**src/rtl/svc_soc_lifecycle_pkg.sv**
```systemverilog
// Shared types for the SoC lifecycle monitor: run-state encoding and reported status codes.
package svc_soc_lifecycle_pkg;

  typedef enum logic [2:0] {
    IDLE    = 3'd0,
    RUN     = 3'd1,
    PASS    = 3'd2,
    FAIL    = 3'd3,
    TIMEOUT = 3'd4
  } state_t;

  typedef enum logic [1:0] {
    STATUS_NONE    = 2'd0,
    STATUS_PASS    = 2'd1,
    STATUS_FAIL    = 2'd2,
    STATUS_TIMEOUT = 2'd3
  } status_t;

endpackage

```
**src/rtl/svc_idle_counter.sv**
```systemverilog
// Single-channel idle counter: clears on activity, saturates at the last count, and flags
// expiry when an enabled channel sits at the last count with no activity this cycle.
module svc_idle_counter
  import svc_soc_lifecycle_pkg::*;
#(
  parameter int unsigned WATCHDOG_CYCLES = 500_000
) (
  input  logic clk,
  input  logic rst_n,
  input  logic clr,
  input  logic en,
  input  logic activity,
  output logic expire
);

  localparam int unsigned CNT_W = $clog2(WATCHDOG_CYCLES);
  localparam logic [CNT_W-1:0] CNT_LAST = CNT_W'(WATCHDOG_CYCLES - 1);

  logic [CNT_W-1:0] cnt_q, cnt_d;

  // Saturating at the last count keeps masked channels from wrapping.
  always_comb begin
    cnt_d = cnt_q;
    if (clr || activity) begin
      cnt_d = '0;
    end else if (cnt_q != CNT_LAST) begin
      cnt_d = cnt_q + CNT_W'(1);
    end
  end

  always_ff @(posedge clk or negedge rst_n) begin
    if (!rst_n) begin
      cnt_q <= '0;
    end else begin
      cnt_q <= cnt_d;
    end
  end

  assign expire = en && !activity && (cnt_q == CNT_LAST);

endmodule

```
**src/rtl/svc_soc_lifecycle_mon.sv**
```systemverilog
// Multi-channel run lifecycle monitor: software exit, per-channel idle watchdog, global cycle limit.
// Optional liveness toggle on heartbeat enabled by SVC_SOC_LIFECYCLE_MON_HEARTBEAT_EN.
module svc_soc_lifecycle_mon
  import svc_soc_lifecycle_pkg::*;
#(
  parameter int unsigned NUM_CH          = 2,
  parameter int unsigned WATCHDOG_CYCLES = 500_000,
  parameter int unsigned MAX_CYCLES      = 0,
  parameter int unsigned CODE_W          = 8,
  parameter int unsigned CYC_W           = 32
) (
  input  logic              clk,
  input  logic              rst_n,
  input  logic              start,
  input  logic              clear,
  input  logic [NUM_CH-1:0] ch_mask,
  input  logic [NUM_CH-1:0] activity,
  input  logic              exit_valid,
  input  logic [CODE_W-1:0] exit_code,
  output logic              running,
  output logic              done,
  output logic [1:0]        status,
  output logic [CODE_W-1:0] code_q,
  output logic [NUM_CH-1:0] timeout_ch,
  output logic              limit_hit,
  output logic [CYC_W-1:0]  cycles,
  output logic              heartbeat
);

  localparam bit LIMIT_EN = (MAX_CYCLES != 0);
  localparam logic [CYC_W-1:0] LIMIT_LAST = LIMIT_EN ? CYC_W'(MAX_CYCLES - 1) : '0;

  state_t              state_q, state_d;
  status_t             status_q, status_d;
  logic [NUM_CH-1:0]   mask_q, mask_d;
  logic [CODE_W-1:0]   exit_code_q, exit_code_d;
  logic [NUM_CH-1:0]   tch_q, tch_d;
  logic                limit_q, limit_d;
  logic [CYC_W-1:0]    cycles_q, cycles_d;
  logic                running_q, running_d;
  logic                done_q, done_d;

  logic                in_run_c, start_run_c, limit_now_c;
  logic [NUM_CH-1:0]   expire_c;

  assign in_run_c    = (state_q == RUN);
  assign start_run_c = (state_q == IDLE) && start;
  assign limit_now_c = LIMIT_EN && (cycles_q == LIMIT_LAST);

  for (genvar i = 0; i < NUM_CH; i++) begin : g_ch
    svc_idle_counter #(
      .WATCHDOG_CYCLES(WATCHDOG_CYCLES)
    ) u_idle_cnt (
      .clk      (clk),
      .rst_n    (rst_n),
      .clr      (start_run_c),
      .en       (mask_q[i] && in_run_c),
      .activity (activity[i]),
      .expire   (expire_c[i])
    );
  end

  // Next-state and registered-output logic; exit beats any timeout on the same cycle.
  always_comb begin
    state_d     = state_q;
    status_d    = status_q;
    mask_d      = mask_q;
    exit_code_d = exit_code_q;
    tch_d       = tch_q;
    limit_d     = limit_q;
    cycles_d    = cycles_q;
    unique case (state_q)
      IDLE: begin
        if (start) begin
          state_d     = RUN;
          status_d    = STATUS_NONE;
          mask_d      = ch_mask;
          exit_code_d = '0;
          tch_d       = '0;
          limit_d     = 1'b0;
          cycles_d    = '0;
        end
      end
      RUN: begin
        cycles_d = (cycles_q == '1) ? cycles_q : cycles_q + CYC_W'(1);
        if (exit_valid) begin
          exit_code_d = exit_code;
          if (exit_code == '0) begin
            state_d  = PASS;
            status_d = STATUS_PASS;
          end else begin
            state_d  = FAIL;
            status_d = STATUS_FAIL;
          end
        end else if ((|expire_c) || limit_now_c) begin
          state_d  = TIMEOUT;
          status_d = STATUS_TIMEOUT;
          tch_d    = expire_c;
          limit_d  = limit_now_c;
        end
      end
      PASS, FAIL, TIMEOUT: begin
        if (clear) begin
          state_d = IDLE;
        end
      end
      default: state_d = IDLE;
    endcase
    running_d = (state_d == RUN);
    done_d    = (state_d == PASS) || (state_d == FAIL) || (state_d == TIMEOUT);
  end

  always_ff @(posedge clk or negedge rst_n) begin
    if (!rst_n) begin
      state_q     <= IDLE;
      status_q    <= STATUS_NONE;
      mask_q      <= '0;
      exit_code_q <= '0;
      tch_q       <= '0;
      limit_q     <= 1'b0;
      cycles_q    <= '0;
      running_q   <= 1'b0;
      done_q      <= 1'b0;
    end else begin
      state_q     <= state_d;
      status_q    <= status_d;
      mask_q      <= mask_d;
      exit_code_q <= exit_code_d;
      tch_q       <= tch_d;
      limit_q     <= limit_d;
      cycles_q    <= cycles_d;
      running_q   <= running_d;
      done_q      <= done_d;
    end
  end

  assign running    = running_q;
  assign done       = done_q;
  assign status     = status_q;
  assign code_q     = exit_code_q;
  assign timeout_ch = tch_q;
  assign limit_hit  = limit_q;
  assign cycles     = cycles_q;

`ifdef SVC_SOC_LIFECYCLE_MON_HEARTBEAT_EN
  localparam int unsigned HB_BIT = (CYC_W > 16) ? 15 : CYC_W - 1;

  logic hb_q, hb_d;

  // Toggle on each falling edge of the chosen cycle bit, i.e. once per 2^16 RUN cycles.
  always_comb begin
    hb_d = hb_q;
    if (in_run_c && cycles_q[HB_BIT] && !cycles_d[HB_BIT]) begin
      hb_d = ~hb_q;
    end
  end

  always_ff @(posedge clk or negedge rst_n) begin
    if (!rst_n) begin
      hb_q <= 1'b0;
    end else begin
      hb_q <= hb_d;
    end
  end

  assign heartbeat = hb_q;
`else
  assign heartbeat = 1'b0;
`endif

endmodule

```
**config.mk**
```make
export PLATFORM = sky130hd
export DESIGN_NAME = svc_soc_lifecycle_mon
export DESIGN_NICKNAME = d
export VERILOG_FILES = /design/src/rtl/svc_soc_lifecycle_pkg.sv /design/src/rtl/svc_idle_counter.sv /design/src/rtl/svc_soc_lifecycle_mon.sv
export SDC_FILE = /design/constraint.sdc
export NUM_CORES = 1
export LEC_CHECK = 0
export BUFFER_PORTS_ARGS = -buffer_cell sky130_fd_sc_hd__buf_2
export CORE_MARGIN = 2
export CORE_UTILIZATION = 35
export CTS_BUF_LIST = sky130_fd_sc_hd__clkbuf_8 sky130_fd_sc_hd__clkbuf_16
export CTS_CLUSTER_DIAMETER = 50
export CTS_CLUSTER_SIZE = 40
export DETAILED_ROUTE_END_ITERATION = 12
export MAX_ROUTING_LAYER = met4
export PLACE_DENSITY_LB_ADDON = 0.2
export SLEW_MARGIN = 20
export SYNTH_ARGS = -nofsm -noshare
export SYNTH_HDL_FRONTEND = slang
export SYNTH_HIERARCHICAL = 1
export SYNTH_SLANG_ARGS = --single-unit
```
**constraint.sdc**
```tcl
create_clock -name clk -period 6.3 [get_ports clk]
set_clock_uncertainty 0.15 [all_clocks]
set_input_delay 0.63 -clock clk [delete_from_list [all_inputs] [get_ports clk]]
set_output_delay 0.63 -clock clk [all_outputs]
set_load 0.01 [all_outputs]
```
## Word-level counts from Yosys, hierarchy flattened

Cells that the tools add are included.

- Logic and storage cells: 86
- Register bits after elaboration: 90

- Muxes and demuxes: 28
- Reductions and logical operators: 25
- Equality and inequality tests: 19
- Add/subtract/negate cells: 3

Operators by type and width:

| cell | count |
|---|---|
| $mux 19 | 4 |
| $mux 32 | 2 |
| $pmux 32 s2 | 1 |
| $add 19x1->19 const B | 2 |
| $eq 19x19->1 const B | 2 |
| $ne 19x19->1 const B | 2 |
| $add 32x1->32 const B | 1 |
| $eq 32x32->1 const B | 1 |
| $mux 8 | 2 |
| $pmux 8 s2 | 1 |
| $eq 3x2->1 const B | 4 |
| $mux 2 | 6 |
| $mux 3 | 4 |
| $pmux 3 s3 | 1 |
| $reduce_and 3->1 | 3 |
| $logic_not 8->1 | 1 |
| $ne 2x2->1 const B | 4 |
| $pmux 2 s2 | 2 |
| $logic_and 1x1->1 | 7 |
| $eq 3x1->1 const B | 2 |
| $eq 3x3->1 const B | 2 |
| $reduce_bool 2->1 | 3 |
| $logic_or 1x1->1 | 4 |
| $mux 1 | 4 |
| 9 further kinds | 10 |

## Depth between registers and ports, before layout

- Depth after elaboration: 11
- Mapped depth: 11

## Modules after synthesis

The synthesis kept the hierarchy.

Modules (own cells, without submodules):

| module | area an instance (µm²) | times used | cells each |
|---|---|---|---|
| svc_soc_lifecycle_mon | 2875.3 | 1 | 306 |
| svc_idle_counter | 1069.8 | 2 | 116 |

## Worst setup path after synthesis

Ideal clock, no wire load.

- Path type: input port to flip-flop
- Start point: in start
- End point: reg g_ch[0].u_idle_cnt.cnt_q[10]
- Arrival time: 2.147 ns
- Path slack: 3.871 ns
- Stages on the path: 8
- Buffers on the path: 4
- Cell sequence: nand4b_1 -> inv_1 -> clkbuf_8 -> clkbuf_1 -> or2_2 -> clkbuf_1 -> clkbuf_1 -> nor2_1

- Cells in the longest elaborated chain, start to end: 3

RTL lines:

| element | line | text |
|---|---|---|
| from (decl) | svc_soc_lifecycle_mon.sv:14 | `input logic start,` |
| $logic_and 1x1->1 * | svc_soc_lifecycle_mon.sv:47 | `assign start_run_c = (state_q == IDLE) && start;` |
| net start_run_c | svc_soc_lifecycle_mon.sv:43 | `logic in_run_c, start_run_c, limit_now_c;` |
| $logic_or 1x1->1 * | svc_idle_counter.sv:24 | `if (clr \|\| activity) begin` |
| $mux 19 / $reduce_bool 2->1 (equally long branches) | n/a |  |
| to (signal assigned) | svc_idle_counter.sv:35 | `cnt_q <= cnt_d;` |
| to (decl) | svc_idle_counter.sv:19 | `logic [CNT_W-1:0] cnt_q, cnt_d;` |

Mark *: on every way through the listed nets, which the timed path passes. The rest lies on a longest branch.
A chain may end at the register's enable or synchronous reset.

## Final worst setup path

- Start point: reg state_q[2]
- End point: reg g_ch[0].u_idle_cnt.cnt_q[5]

- Cells in the longest elaborated chain, start to end: 4

RTL lines:

| element | line | text |
|---|---|---|
| from (decl) | svc_soc_lifecycle_mon.sv:33 | `state_t state_q, state_d;` |
| from (signal assigned) | svc_soc_lifecycle_mon.sv:125 | `state_q <= state_d;` |
| $logic_not 3->1 * | svc_soc_lifecycle_mon.sv:47 |  |
| $logic_and 1x1->1 * | svc_soc_lifecycle_mon.sv:47 |  |
| $logic_or 1x1->1 * | svc_idle_counter.sv:24 |  |
| $mux 19 / $reduce_bool 2->1 (equally long branches) | n/a |  |

Every way passes the cells marked *; elsewhere a longest branch is shown, timed or not.

==> summary.txt <==
Outcome
  • Status: completed

CTS
  • TritonCTS Buffers: 9
  • Cts repair resizes: 0
  • Clk root buf: clkbuf_16
  • CTS clk-pin slew, worst paths: about 0.07 ns
  • Worst skew pair latency: between 0.3 and 0.4 ns
  • # H-tree levels: 3
  • CTS Hold Bufs: 0
  • CTS Buffer Depth: 2
  • CTS tree: done
  • TritonCTS Sinks: 89
  • Setup Fix Bufs, Post-CTS: 0

Layout
  • Leading cell type in the layout, fill and taps excluded: dfrtp_1
  • Post-layout net count: 610
  • Final core occ: 0.4114
  • Commonest non-fill, non-tap cells in the layout: 89 x dfrtp_1, 61 x buf_2, 49 x nand2_1, 39 x nor2_1, 36 x a21oi_1
  • Number of fill cells: 1371
  • Diodes inserted: 0
  • Share of cells above drive strength 1: 0.1990
  • Area growth syn-to-layout: 14.32%

Detailed routing
  • Antenna-violating nets left: 0
  • WL final: 12620 µm
  • DR vias: 4378
  • DR pass1 iterations: 5
  • DR vias/cell: 5.664
  • Per-cell routed wire length: about 16 µm
  • DRC viols: 0
  • Iteration-0 DRC count of the detailed router: 205

Run
  • Maxcap violations: 0

Setup path
  • Crit. End Element: flop
  • Worst r2r src: state_q[2]
  • Critical path peak fanout: 35
  • FF-to-FF End: g_ch[0].u_idle_cnt/cnt_q[5]
  • WP data arrival: 3.21 ns
  • CP startpoint kind: flop
  • Crit path kind: reg -> reg
  • Worst reg2reg path depth: 7
  • R2r setup slk: 3.16 ns
  • Required @ worst endpoint: between 6 and 7 ns

Floorplanning
  • Die W: 123.7 µm
  • Die height: about 120 µm
  • Ports: 65
  • Initial core utilization: 0.3599
  • Site Rows: between 40 and 50
  • DIE AREA: 0.01530 mm²
  • Core box area: 0.01393 mm²

Worst hold path
  • Hold Crit Class: in -> async

Logic synthesis
  • Post-synth EDFFs: 0
  • Yosys Warn Count: 6
  • Synthesized flop and latch total: 89
  • Post-synthesis async set-or-reset flop share: 1.000
  • Sequential share of the synthesized area: 0.4441
  • Mean Syn Cell Area: 9.321 µm²
  • Post-synthesis cell type count: just under 60
  • Synth Cell Area: about 0.0050 mm²
  • Cells after synthesis: about 540
  • Post-synth top flop: dfrtp_1

STA
  • Max Clock Freq: 318.5 MHz
  • Final slew viol count: 0
  • Slew HR: 0.3084
  • Final worst-path cycle share: 0.4983
  • Actual slew at the worst max-slew pin: 1.036 ns
  • RSZ-0062 raised after global routing: no
  • Post-route setup TNS: 0 ns
  • Final setup vio count: 0
  • Post-route minimum period: 3.139 ns
  • Hold Fails Final Rpt: 0

Global routing
  • Tot GR Track Use: 0.1781
  • Grt ovf: 0
  • Vias in the first global route: 4056
  • First-pass GRT wire length: between 20000 and 25000 µm
  • Initial antenna violation count: 0
  • Largest net degree at the start of global routing: 63

Placement
  • # port buffers: 62
  • Hpwl dp: 8936 µm
  • Gp weighted congestion: between 0.8 and 0.9

Power
  • Leakage power: 0.002476 µW
  • Power Density: between 200 and 300 mW/mm²
  • Worst VDD drop: 232.8 µV
==> worst max-delay path by stage <==
stage          cells past startpoint  startpoint  slack, ns                      endpoint
6_report                           7  state_q[2]       3.16   g_ch[0].u_idle_cnt/cnt_q[5]
5_1_grt                            7  state_q[2]       2.84   g_ch[0].u_idle_cnt/cnt_q[5]
4_1_cts                            7  state_q[2]       2.52   g_ch[0].u_idle_cnt/cnt_q[5]
3_5_place_dp                       7       start       2.43   g_ch[0].u_idle_cnt/cnt_q[5]
3_3_place_gp                       7       start       2.54   g_ch[0].u_idle_cnt/cnt_q[5]
2_1_floorplan                      8       start       3.87  g_ch[0].u_idle_cnt/cnt_q[10]
==> state kept, by name, indices dropped and copies added, names as in the netlist <==
signal                 cells
state_q                    3
running                    1
timeout_ch                 2
g_ch.u_idle_cnt/cnt_q     38
cycles                    32
mask_q                     2
status                     2
done                       1
code_q                     8
==> metrics by stage <==
stage / instance area (µm²) / hold WS (ns) / setup WS [ns] / instances / power [µW]
after global placement: 5409 / 0.3076 / 2.537 / 756 / 1051
after global routing: 5733 / 0.07330 / 2.840 / 773 / 1708
after floorplan: 5019 / 0.1844 / 3.871 / 539 / 952.3
after CTS: 5722 / 0.05639 / 2.516 / 772 / 1632
final: 5733 / 0.05113 / 3.161 / 773 / 1612
after detailed placement: 5409 / 0.3103 / 2.433 / 756 / 1059
==> cell families after synthesis <==
family / synth area share
other: 0.0007478
flip-flops: 0.4441
multiplexers: 0.03418
AO/OA/AOI/OAI: 0.1287
adder cells (fa/ha/maj): 0.01248
buffers and inverters: 0.03917
AND/OR/NAND/NOR: 0.3074
XOR/XNOR: 0.03318
==> synth_stat cells (4+ instances only) <==
cell type | count | area (µm²)
nor2_1 | 39 | 146.4
and3_1 | 12 | 75.07
nand4b_1 | 4 | 35.03
xor2_1 | 4 | 35.03
or2_2 | 16 | 100.1
ha_1 | 5 | 62.56
nand4_2 | 4 | 50.05
buf_4 | 5 | 37.54
nor3b_1 | 4 | 30.03
or3_1 | 16 | 100.1
dfrtp_1 | 89 | 2227
clkbuf_1 | 13 | 48.80
and3_2 | 4 | 30.03
a22o_1 | 9 | 78.83
o21ai_0 | 21 | 105.1
nor4_1 | 17 | 106.4
a31oi_1 | 5 | 31.28
inv_1 | 9 | 33.78
a21oi_1 | 36 | 180.2
mux2i_1 | 16 | 160.2
nand4_1 | 26 | 162.7
nand3_1 | 30 | 150.1
buf_2 | 4 | 20.02
nand2_1 | 49 | 183.9
nor3_1 | 17 | 85.08
and2_1 | 7 | 43.79
xnor2_1 | 15 | 131.4
and4_1 | 6 | 52.55
==> worst max-delay path, cell delays in order, from the launching register on <==
cell	delay (ns)
dfrtp_1	0.52
inv_1	0.15
nand4b_1	0.45
inv_1	0.96
or2_2	0.48
nor2_1	0.10
nand4_1	0.11
o211ai_1	0.10
==> cell type report <==
type | instances | area (µm²) | area share
flip-flops and latches | 89 | 2227 | 0.3885
clock buffers | 10 | 239.0 | 0.04168
well taps | 180 | 225.2 | 0.03928
clock inverters | 6 | 73.82 | 0.01288
repair buffers | 65 | 339.1 | 0.05914
multi-input cells | 414 | 2595 | 0.4526
inverters | 9 | 33.78 | 0.005893
==> layer usage <==
layer | track usage | part of all wire
met3 | 0.03068 | 0.035
met4 | 0.06534 | 0.012
met2 | 0.2723 | 0.48
met5 | - | 0
met1 | 0.2383 | 0.47
==> where the power goes <==
group	switching (µW)	leakage [µW]	internal (µW)	total, µW
logic	218	0.00110	136	353
registers	62.5	0.00122	634	697
clock network	238	0.000154	324	562
No activity file was read; power rests on OpenSTA's default activity.
